==> config.mk <==
export PLATFORM = sky130hd
export DESIGN_NAME = press_event_ctrl
export DESIGN_NICKNAME = d
export VERILOG_FILES = /design/src/rtl/press_event_ctrl.sv
export SDC_FILE = /design/constraint.sdc
export NUM_CORES = 1
export LEC_CHECK = 0
export BUFFER_PORTS_ARGS = -buffer_cell sky130_fd_sc_hd__buf_2
export CORE_MARGIN = 5
export CORE_UTILIZATION = 49
export DETAILED_ROUTE_END_ITERATION = 8
export GPL_ROUTABILITY_DRIVEN = 0
export PLACE_DENSITY = 0.66
export SKIP_CTS_REPAIR_TIMING = 1
export SYNTH_ARGS = -nofsm -noshare
export SYNTH_HDL_FRONTEND = slang
export SYNTH_SLANG_ARGS = --single-unit
==> constraint.sdc <==
create_clock -name clk -period 7 [get_ports clk]
set_clock_uncertainty 0.05 [all_clocks]
set_input_delay 0.7 -clock clk [delete_from_list [all_inputs] [get_ports clk]]
set_output_delay 0.7 -clock clk [all_outputs]
set_load 0.01 [all_outputs]
==> src/rtl/press_event_ctrl.sv <==
// -----------------------------------------------------------------------------
// press_event_ctrl
//
// Push-button sequencer. Synchronises a raw button, debounces press and
// release, and classifies each press as a short press, a long press or
// (optionally) an auto-repeat stream. One shared counter times every phase.
//
// Ports:
//   clk           in   system clock, rising edge
//   reset_sync    in   synchronous, active-high reset
//   in            in   raw button, active-high, asynchronous to clk
//   held          out  debounced "button down" level
//   short_press   out  one-cycle pulse, released before the long-press time
//   long_press    out  one-cycle pulse, long-press time reached
//   repeat_pulse  out  one-cycle pulse per repeat interval while long-held
//                      (the name "repeat" is a reserved word)
//
// Build option:
//   PRESS_AUTO_REPEAT_EN  defined: LONG_HELD issues repeat_pulse every
//                         REP_TICKS cycles. Undefined: repeat_pulse is tied
//                         low and the counter saturates in LONG_HELD.
//
// States:
//   state        | meaning
//   -------------+----------------------------------------------------------
//   ST_IDLE      | button up, waiting for in_sync to rise
//   ST_DEB_PRESS | in_sync high, waiting DEB_TICKS to confirm the press
//   ST_PRESSED   | confirmed press, timing towards the long-press threshold
//   ST_LONG_HELD | long press reached, optionally timing repeat intervals
//   ST_DEB_REL   | in_sync low, waiting DEB_TICKS to confirm the release;
//                | origin_long remembers which held state to return to
// -----------------------------------------------------------------------------

module press_event_ctrl #(
  parameter int CLK_PERIOD_ns = 20,
  parameter int DEBOUNCE_ns   = 5_000_000,
  parameter int LONG_PRESS_ns = 500_000_000,
  parameter int REPEAT_ns     = 100_000_000
) (
  input  logic clk,
  input  logic reset_sync,
  input  logic in,
  output logic held,
  output logic short_press,
  output logic long_press,
  output logic repeat_pulse
);

  localparam int DEB_TICKS  = DEBOUNCE_ns / CLK_PERIOD_ns;
  localparam int LONG_TICKS = LONG_PRESS_ns / CLK_PERIOD_ns;
  localparam int REP_TICKS  = REPEAT_ns / CLK_PERIOD_ns;

  localparam int MAX_DL    = (DEB_TICKS > LONG_TICKS) ? DEB_TICKS : LONG_TICKS;
  localparam int MAX_TICKS = (MAX_DL > REP_TICKS) ? MAX_DL : REP_TICKS;
  // A one-tick configuration would give a zero-width counter; keep one bit.
  localparam int CNT_W     = (MAX_TICKS > 1) ? $clog2(MAX_TICKS) : 1;

  // Zero-tick configurations cannot be timed; refuse to elaborate.
  if (DEB_TICKS < 1) begin : g_deb_zero
    $error("press_event_ctrl: DEBOUNCE_ns must be at least one clock period");
  end
  if (LONG_TICKS < 1) begin : g_long_zero
    $error("press_event_ctrl: LONG_PRESS_ns must be at least one clock period");
  end
  if (REP_TICKS < 1) begin : g_rep_zero
    $error("press_event_ctrl: REPEAT_ns must be at least one clock period");
  end

  localparam logic [CNT_W-1:0] DEB_LAST  = CNT_W'(DEB_TICKS - 1);
  localparam logic [CNT_W-1:0] LONG_LAST = CNT_W'(LONG_TICKS - 1);

  typedef enum logic [2:0] {
    ST_IDLE      = 3'd0,
    ST_DEB_PRESS = 3'd1,
    ST_PRESSED   = 3'd2,
    ST_LONG_HELD = 3'd3,
    ST_DEB_REL   = 3'd4
  } state_t;

  state_t            state;
  logic [CNT_W-1:0]  count;
  logic [CNT_W-1:0]  count_inc;
  logic              origin_long;
  logic              sync_q1;
  logic              sync_q2;
  logic              in_sync;
  logic              deb_tc;
  logic              long_tc;

  // Two-flop synchroniser; the only place the raw button is sampled.
  always_ff @(posedge clk) begin
    if (reset_sync) begin
      sync_q1 <= 1'b0;
      sync_q2 <= 1'b0;
    end else begin
      sync_q1 <= in;
      sync_q2 <= sync_q1;
    end
  end

  assign in_sync = sync_q2;

  // Saturating increment: the counter never wraps back into a terminal
  // count, which is what makes LONG_HELD safe without the repeat timer.
  assign count_inc = (&count) ? count : count + 1'b1;
  assign deb_tc    = (count == DEB_LAST);
  assign long_tc   = (count == LONG_LAST);

`ifdef PRESS_AUTO_REPEAT_EN
  localparam logic [CNT_W-1:0] REP_LAST = CNT_W'(REP_TICKS - 1);

  logic rep_tc;
  logic repeat_q;

  assign rep_tc       = (count == REP_LAST);
  assign repeat_pulse = repeat_q;
`else
  assign repeat_pulse = 1'b0;
`endif

  always_ff @(posedge clk) begin
    if (reset_sync) begin
      state       <= ST_IDLE;
      count       <= '0;
      origin_long <= 1'b0;
      held        <= 1'b0;
      short_press <= 1'b0;
      long_press  <= 1'b0;
`ifdef PRESS_AUTO_REPEAT_EN
      repeat_q    <= 1'b0;
`endif
    end else begin
      // Pulses last one cycle; the counter advances unless a branch below
      // changes state (or restarts the repeat interval).
      short_press <= 1'b0;
      long_press  <= 1'b0;
`ifdef PRESS_AUTO_REPEAT_EN
      repeat_q    <= 1'b0;
`endif
      count       <= count_inc;

      case (state)
        ST_IDLE: begin
          if (in_sync) begin
            state <= ST_DEB_PRESS;
            count <= '0;
          end
        end

        ST_DEB_PRESS: begin
          if (!in_sync) begin
            state <= ST_IDLE;
            count <= '0;
          end else if (deb_tc) begin
            state <= ST_PRESSED;
            count <= '0;
            held  <= 1'b1;
          end
        end

        ST_PRESSED: begin
          if (!in_sync) begin
            state       <= ST_DEB_REL;
            count       <= '0;
            origin_long <= 1'b0;
          end else if (long_tc) begin
            state      <= ST_LONG_HELD;
            count      <= '0;
            long_press <= 1'b1;
          end
        end

        ST_LONG_HELD: begin
          // Release wins over a coinciding repeat interval.
          if (!in_sync) begin
            state       <= ST_DEB_REL;
            count       <= '0;
            origin_long <= 1'b1;
          end
`ifdef PRESS_AUTO_REPEAT_EN
          else if (rep_tc) begin
            count    <= '0;
            repeat_q <= 1'b1;
          end
`endif
        end

        ST_DEB_REL: begin
          // A bounce back to high resumes the held state with fresh timing;
          // time already spent pressed is deliberately forgotten.
          if (in_sync) begin
            state <= origin_long ? ST_LONG_HELD : ST_PRESSED;
            count <= '0;
          end else if (deb_tc) begin
            state       <= ST_IDLE;
            count       <= '0;
            held        <= 1'b0;
            short_press <= !origin_long;
          end
        end

        default: begin
          state <= ST_IDLE;
          count <= '0;
          held  <= 1'b0;
        end
      endcase
    end
  end

endmodule
# == Word level (Yosys, flattened, before mapping) ==
# Cells that the tools add are included.
# word_totals
latch_bits,0
reg_bits,34
romBits,0
inputBits,3
mem_bits_rw,0
out_inout_bits,4
wordCells,68
n_memories,0
# op_classes
muxes,28
reduce_logical,10
order_cmp,0
shift,0
n_eq_ne,16
bitwise,5
n_div,0
n_addsub,1
n_mul,0
# ops
cell,n
$mux W25,8
$pmux W25 S5,1
$add A25 B1 Y25 const B,1
$eq A25 B18 Y1 const B,1
$eq A25 B25 Y1 const B,1
$reduce_and A25 Y1,1
$mux W3,8
$pmux W3 S5,1
$ne A2 B2 Y1 const B,7
$reduce_and A5 Y1,2
$ne A3 B3 Y1 const B,3
$mux W1,8
$eq A3 B2 Y1 const B,2
$reduce_or A3 Y1,2
$not A1 Y1,5
$reduce_or A4 Y1,1
$eq A3 B1 Y1 const B,1
$eq A3 B3 Y1 const B,1
$logic_not A3 Y1,1
$pmux W1 S3,1
$reduce_and A3 Y1,1
$pmux W1 S2,1
$reduce_bool A2 Y1,1
$logic_not A1 Y1,1

# == Depth between registers and ports, before layout ==
# Gate-level depths: netlist (run 1).
# depth
ltp_word,5
depth_mapped,8
mapped_depth_nobuf,6

# == Least setup slack after synthesis (run 1) ==
# Ideal clock, no wire load.
# synth_timing
path_kind,register to register
startpoint,reg count[0]
endpoint,reg state[0]
slack_ps,4755
stages_incl_launch_ff,8
synth_period_minus_slack_ps,2245
required_time_ps,6829
setup_ps,121
arrival_time_ps,2074
cell_sequence,dfxtp_1 ha_1 and4_1 clkbuf_1 nand4_1 or3_1 a221oi_4 mux2_4
# synth_between
elab_chain_len,3
elab_cells_between_ends,6
# synth_lines
item,line_no,text
from (decl),81,logic [CNT_W-1:0] count;
from (signal assigned),140,count <= count_inc;
$eq A25 B25 Y1 / $eq A25 B18 Y1 (equally long branches),"107, 106",
$ne A3 B3 Y1 (no source line),--,
$reduce_and A5 Y1 (no source line) (*),--,
to (signal assigned),192,state <= origin_long ? ST_LONG_HELD : ST_PRESSED;
to (decl),80,state_t state;
# Mark *: on every way between the ends. The rest lies on a longest branch, timed or not.
# A chain may end at the register's enable or synchronous reset.

# == Worst setup path in the final report (run 1) ==
# layout_timing
startpoint,reg count[12]
endpoint,reg state[0]
# Same word-level chain as after synthesis.

==> key figures, run 1 <==
Timing
  • Final Hold Slack: 0.381 ns
  • Slew margin rel.: 0.257
  • Post-route fraction of the period consumed by the critical path: 0.409
  • Slew at the pin with the worst max-slew slack: 1.11 ns
  • Total Neg Setup Slack: 0 ns
  • Total count of hold-check failures in the final report: 0
  • Highest achievable clock rate: 0.349 GHz
  • Shortest period the worst path allows: 2.86 ns
  • Number of pins with negative max-slew slack in the final report: 0
  • Total setup violations reported at the end of the flow: 0
  • Setup repair after global routing missed its margin: no

Cells and area
  • Number of nets in the layout: 215
  • Final cell count without fillers: 260
  • Antenna diode count: 0
  • Area added between synthesis and finish: 7.62%
  • Layout cells sized above 1: 0.104
  • Post-route cell area: 0.00198 sq mm

CTS
  • CTS tree: built
  • TritonCTS buffer count: 5
  • H-tree depth: 2
  • Clock latency at the later pin of the worst-skew pair: ~0.29 ns
  • Max Root-Sink Buffers: 2
  • Number of sinks on the clock net: 34
  • Worst-path clk slew: 0.07 ns
  • Master cell of the clock root buffer: clkbuf_8

Floorplan
  • Area inside the core boundary: 0.00366 sq mm
  • Total Die Area: 0.00508 sq mm
  • Chip height: 71.3 um
  • Number of top-level pins: 7
  • Horizontal die dimension: 71.3 um
  • Number of cell rows: 22
  • Initial cell density of the core: 0.502

Synth
  • Post-synthesis cell type with the largest combined area: dfxtp_1
  • Post-synthesis average cell area: 8.48 sq um
  • Yosys cell types: 44
  • Synthesized instance count: ~220
  • Top cells by area, synth: dfxtp_1 37%, nor3_1 6.0%, a211oi_1 4.1%, xnor2_1 3.8%, and4_1 3.3%
  • Yosys reg bits: 34
  • Synth Net Count: 221
  • Count of flip-flops with a built-in enable after synthesis: 0
  • Most instantiated library cell after synthesis: dfxtp_1
  • Netlist Area Pre-Place: 0.00184 sq mm
  • Fraction of synthesized cell area taken by the top area cell type: 0.370
  • Fraction of registers with async set/reset: 0
  • Most common flop cell mapped by yosys: dfxtp_1
  • Total of warnings raised by yosys: 0
  • Sequential cell area fraction in the yosys report: 0.370
  • Cell types with the highest counts after synthesis: 34 x dfxtp_1, 22 x nor3_1, 13 x clkbuf_1

Global routing
  • Via count of the first global-routing pass: 1578
  • Initial antenna violation count: 0
  • Total gr overflow: 0
  • Overall track demand over capacity in global routing: 0.182
  • Largest net degree at the start of global routing: 27
  • First-pass GRT wire length: 7.44 mm

Setup path
  • Cell type of the slowest stage on the worst timing path: a221oi_4
  • Longest individual stage delay on the worst path: 0.97 ns
  • Arrival time at the worst endpoint: approximately 3.0 ns
  • Critical Path RT: 7.14 ns
  • Critical setup path kind: flip-flop to flip-flop
  • Setup slack on the worst flop-to-flop path: roughly 4.1 ns
  • Startpoint kind of the worst setup timing path: flip-flop
  • Crit Reg-Reg Startpoint: count[12]
  • Buf+Inv Stages, Crit Path: 0
  • Crit path max fanout: 26
  • Count of cells along the worst register-to-register path: 5
  • Capture point of the worst reg-to-reg path: state[0]
  • Category of cells accounting for the largest share of critical-path delay: simple AND/OR/NAND/NOR gates
  • CP cell instances: nor4b_1 -> nand4_1 -> or2_4 -> a221oi_4 -> mux2_4
  • Nature of the critical path endpoint: flip-flop

Power
  • VDD IR max: 0.0000879 V
  • Power density over cell area: 219 mW/mm^2
  • Static power due to leakage: 0.575 nW

Detailed routing
  • Detail Route Antenna Nets: 0
  • Initial DRT Pass Iterations: 4
  • 1st-iter DRT viols: approximately 170
  • Remaining DRCs: 0
  • Post-Route WL: slightly above 4 mm
  • Wirelength per Cell: 15.8 um
  • Detailed-route via count: 1618
  • Number of vias per cell after detailed routing: 6.22

Run
  • Number of maximum-capacitance constraint violations: 0

Min path
  • Class of the most critical hold timing path: flip-flop to flip-flop
  • Worst hold start: sync_q1
  • Terminating pin of the worst hold path: in_sync
  • Number of cells on the worst hold path: 1

Placement
  • HPWL reported at the end of detailed placement: 2.88 mm
  • Cell count after placement: 252
  • Input/output buffers: 5
  • Placed Instance Area: 0.00184 sq mm

Run status
  • Outcome: finished clean
[metal layers]
| metal | track usage | vias up | wire, um |
|---|---|---|---|
| met5 | 0 | - | 0 |
| met4 | 0.0752 | 0 | 71 |
| met3 | 0.0561 | 8 | 174 |
| met2 | 0.295 | 37 | 1940 |
| met1 | 0.225 | 761 | 1930 |
| li1 | - | 812 | - |
[report_power, final]
part	internal, mW	switching, mW	total (mW)
combinational	0.00389	0.00743	0.0113
sequential	0.196	0.00228	0.198
clock	0.152	0.0714	0.223
[area by class of cell]
cell class                 instances  area (sq um)
tap                               48          60.1
multi-input combinational        160          1050
sequential                        34           681
fill                             332          1680
clock buffer                       6          82.6
clock inverter                     2          60.1
timing repair buffer               5          25.0
inverter                           5          18.8
[worst max-delay path by stage]
stage,from,end,depth (start not counted)
global placement,count[19],state[0],5
CTS,count[19],state[0],5
finish,count[12],state[0],5
floorplan,count[0],state[0],7
detailed placement,count[19],state[0],5
global route,count[12],state[0],5
[cell usage in the layout, fill, tap and decap left out, types with 7 or more instances in the layout]
master / n
nor2_1: 10
o21ai_0: 8
xnor2_1: 8
dfxtp_1: 34
nand4_1: 9
and4_1: 7
a211oi_1: 10
nand2_1: 10
nor3_1: 22
nand3_1: 11
o31ai_1: 7
or3_1: 7
[per-stage QoR]
| stage | setup slack, ns | power, mW | utilization |
|---|---|---|---|
| finish | 4.14 | 0.433 | 0.541 |
| global route | 3.90 | 0.449 | 0.541 |
| CTS | 4.14 | 0.436 | 0.541 |
| detailed placement | 4.14 | 0.214 | 0.502 |
| global placement | 4.17 | 0.213 | 0.502 |
| floorplan | 4.75 | 0.212 | - |
[logic make-up after synthesis]
kind of cell             after synthesis  share of synthesized area
adder cells (fa/ha/maj)                1                    0.00680
flip-flops                            34                      0.370
AO/OA/AOI/OAI                         45                      0.180
XOR/XNOR                              13                     0.0619
other                                  1                    0.00204
multiplexers                           2                     0.0136
AND/OR/NAND/NOR                       98                      0.307
buffers and inverters                 23                     0.0578
[flip-flops by register name, summed over array words and instances (netlist names)]
signal,flops
held,1
short_press,1
origin_long,1
long_press,1
sync_q1,1
in_sync,1
count,25
state,3
No activity file was read; power rests on OpenSTA's default activity.
==> inputs of run 2 (changes only) <==
==> constraint.sdc (replaced) <==
create_clock -name clk -period 2.9 [get_ports clk]
set_clock_uncertainty 0.05 [all_clocks]
set_input_delay 0.29 -clock clk [delete_from_list [all_inputs] [get_ports clk]]
set_output_delay 0.29 -clock clk [all_outputs]
set_load 0.01 [all_outputs]
==> run 2 against run 1 <==
Net effect: core utilization increased by 0.41 points; setup slack got worse by 3.6 ns; flip-flop and latch count unchanged; critical path type unchanged; critical endpoint is now count[10]; largest cell class unchanged.
==> key figures, run 2 (synthesized netlist as in run 1, its figures left out) <==
Cells and area
  • Largest register by flop count: count
  • Number of flip-flops in the largest register: 25
  • Final cell count without fillers: 262
  • Number of nets in the layout: 217
  • Area added between synthesis and finish: 8.44%
  • Antenna diode count: 0
  • Registers with the most flip-flops: count: 25 flops, state: 3 flops
  • Commonest non-fill, non-tap cell in the layout: dfxtp_1
  • Commonest cells after routing, fill and taps aside: 34 x dfxtp_1, 22 x nor3_1, 11 x nand3_1
  • Layout cells sized above 1: 0.112

CTS
  • Number of sinks on the clock net: 34
  • CTS tree: built
  • H-tree depth: 2
  • TritonCTS buffer count: 5
  • Clock latency at the later pin of the worst-skew pair: 0.29 ns
  • Worst-path clk slew: about 0.07 ns
  • Max Root-Sink Buffers: 2
  • Master cell of the clock root buffer: clkbuf_8

Floorplan
  • Area inside the core boundary: 0.00366 sq mm
  • Initial cell density of the core: 0.502
  • Chip height: 71.3 um
  • Horizontal die dimension: 71.3 um
  • Number of top-level pins: 7
  • Number of cell rows: 22
  • Total Die Area: 0.00508 sq mm

Setup path
  • Buf+Inv Stages, Crit Path: 1
  • Category of cells accounting for the largest share of critical-path delay: simple AND/OR/NAND/NOR gates
  • Critical Path RT: 2.97 ns
  • Arrival time at the worst endpoint: ~2.5 ns
  • Crit path max fanout: 25
  • Longest individual stage delay on the worst path: 0.39 ns
  • Cell type of the slowest stage on the worst timing path: or3_1
  • Critical setup path kind: flip-flop to flip-flop
  • CP cell instances: ha_1 -> and4_1 -> nand4_1 -> or3_1 -> a221oi_4 -> buf_4 -> a211oi_1
  • Startpoint kind of the worst setup timing path: flip-flop
  • Nature of the critical path endpoint: flip-flop

Timing
  • Total count of hold-check failures in the final report: 0
  • Slew at the pin with the worst max-slew slack: about 0.97 ns
  • Setup repair after global routing missed its margin: no
  • Slew margin rel.: 0.350
  • Number of pins with negative max-slew slack in the final report: 0
  • Total Neg Setup Slack: 0 ns
  • Crit path setup slack, layout: 0.513 ns
  • Highest achievable clock rate: around 0.42 GHz
  • Final Hold Slack: 0.152 ns
  • Shortest period the worst path allows: 2.39 ns
  • Total setup violations reported at the end of the flow: 0
  • Post-route fraction of the period consumed by the critical path: 0.823

Min path
  • Class of the most critical hold timing path: primary input to flip-flop

Placement
  • Input/output buffers: 5
  • HPWL reported at the end of detailed placement: 2.85 mm
  • Post-placement setup slack: ~0.54 ns
  • Cell count after placement: 254

Run status
  • Outcome: finished clean

Detailed routing
  • Detail Route Antenna Nets: 0
  • Initial DRT Pass Iterations: 4
  • Number of vias per cell after detailed routing: 6.20
  • Remaining DRCs: 0
  • Wirelength per Cell: 15.6 um
  • 1st-iter DRT viols: 145
  • Detailed-route via count: roughly 1600
  • Post-Route WL: 4.08 mm

Global routing
  • Largest net degree at the start of global routing: 26
  • Via count of the first global-routing pass: roughly 1600
  • First-pass GRT wire length: a little over 7 mm
  • Overall track demand over capacity in global routing: 0.176
  • Total gr overflow: 0
  • Initial antenna violation count: 0

Power
  • Power density over cell area: around 530 mW/mm^2
  • Static power due to leakage: 0.584 nW
  • VDD IR max: 0.000359 V
  • Post-route total power: 1.05 mW

Run
  • Number of maximum-capacitance constraint violations: 0
==> run 2: final timing paths <==
path,depth (start not counted),end,startpoint,slack (ns)
worst max-delay path,7,count[10],count[0],0.51
worst min-delay path,2,sync_q1,in,0.15
worst max register to register,7,count[10],count[0],0.51
worst min register to register,1,in_sync,sync_q1,0.39
==> run 2: cell type report <==
cell class | count | area, sq um
fillers | 333 | 1670
multi-input cells | 160 | 1050
flip-flops and latches | 34 | 681
clock buffers | 6 | 82.6
clock inverters | 2 | 60.1
well taps | 48 | 60.1
repair buffers | 7 | 40.0
inverters | 5 | 18.8
==> run 2: report_power, final <==
part	switching (mW)	internal, mW
Clock	0.177	0.367
Combinational	0.0179	0.00946
Sequential	0.00509	0.472
==> run 2: metrics by stage <==
| step | utilization | instance area, sq um |
|---|---|---|
| after floorplan | - | 1840 |
| after global placement | 0.506 | 1850 |
| after detailed placement | 0.506 | 1850 |
| after CTS | 0.545 | 1990 |
| after global routing | 0.545 | 1990 |
| final | 0.545 | 1990 |
==> run 2: metal layers <==
layer	GRT usage	wire [um]	vias up
met2	0.269	1880	46
met4	0.0960	99	0
met3	0.0561	241	11
li1	-	-	809
met1	0.218	1860	759
met5	0	0	-
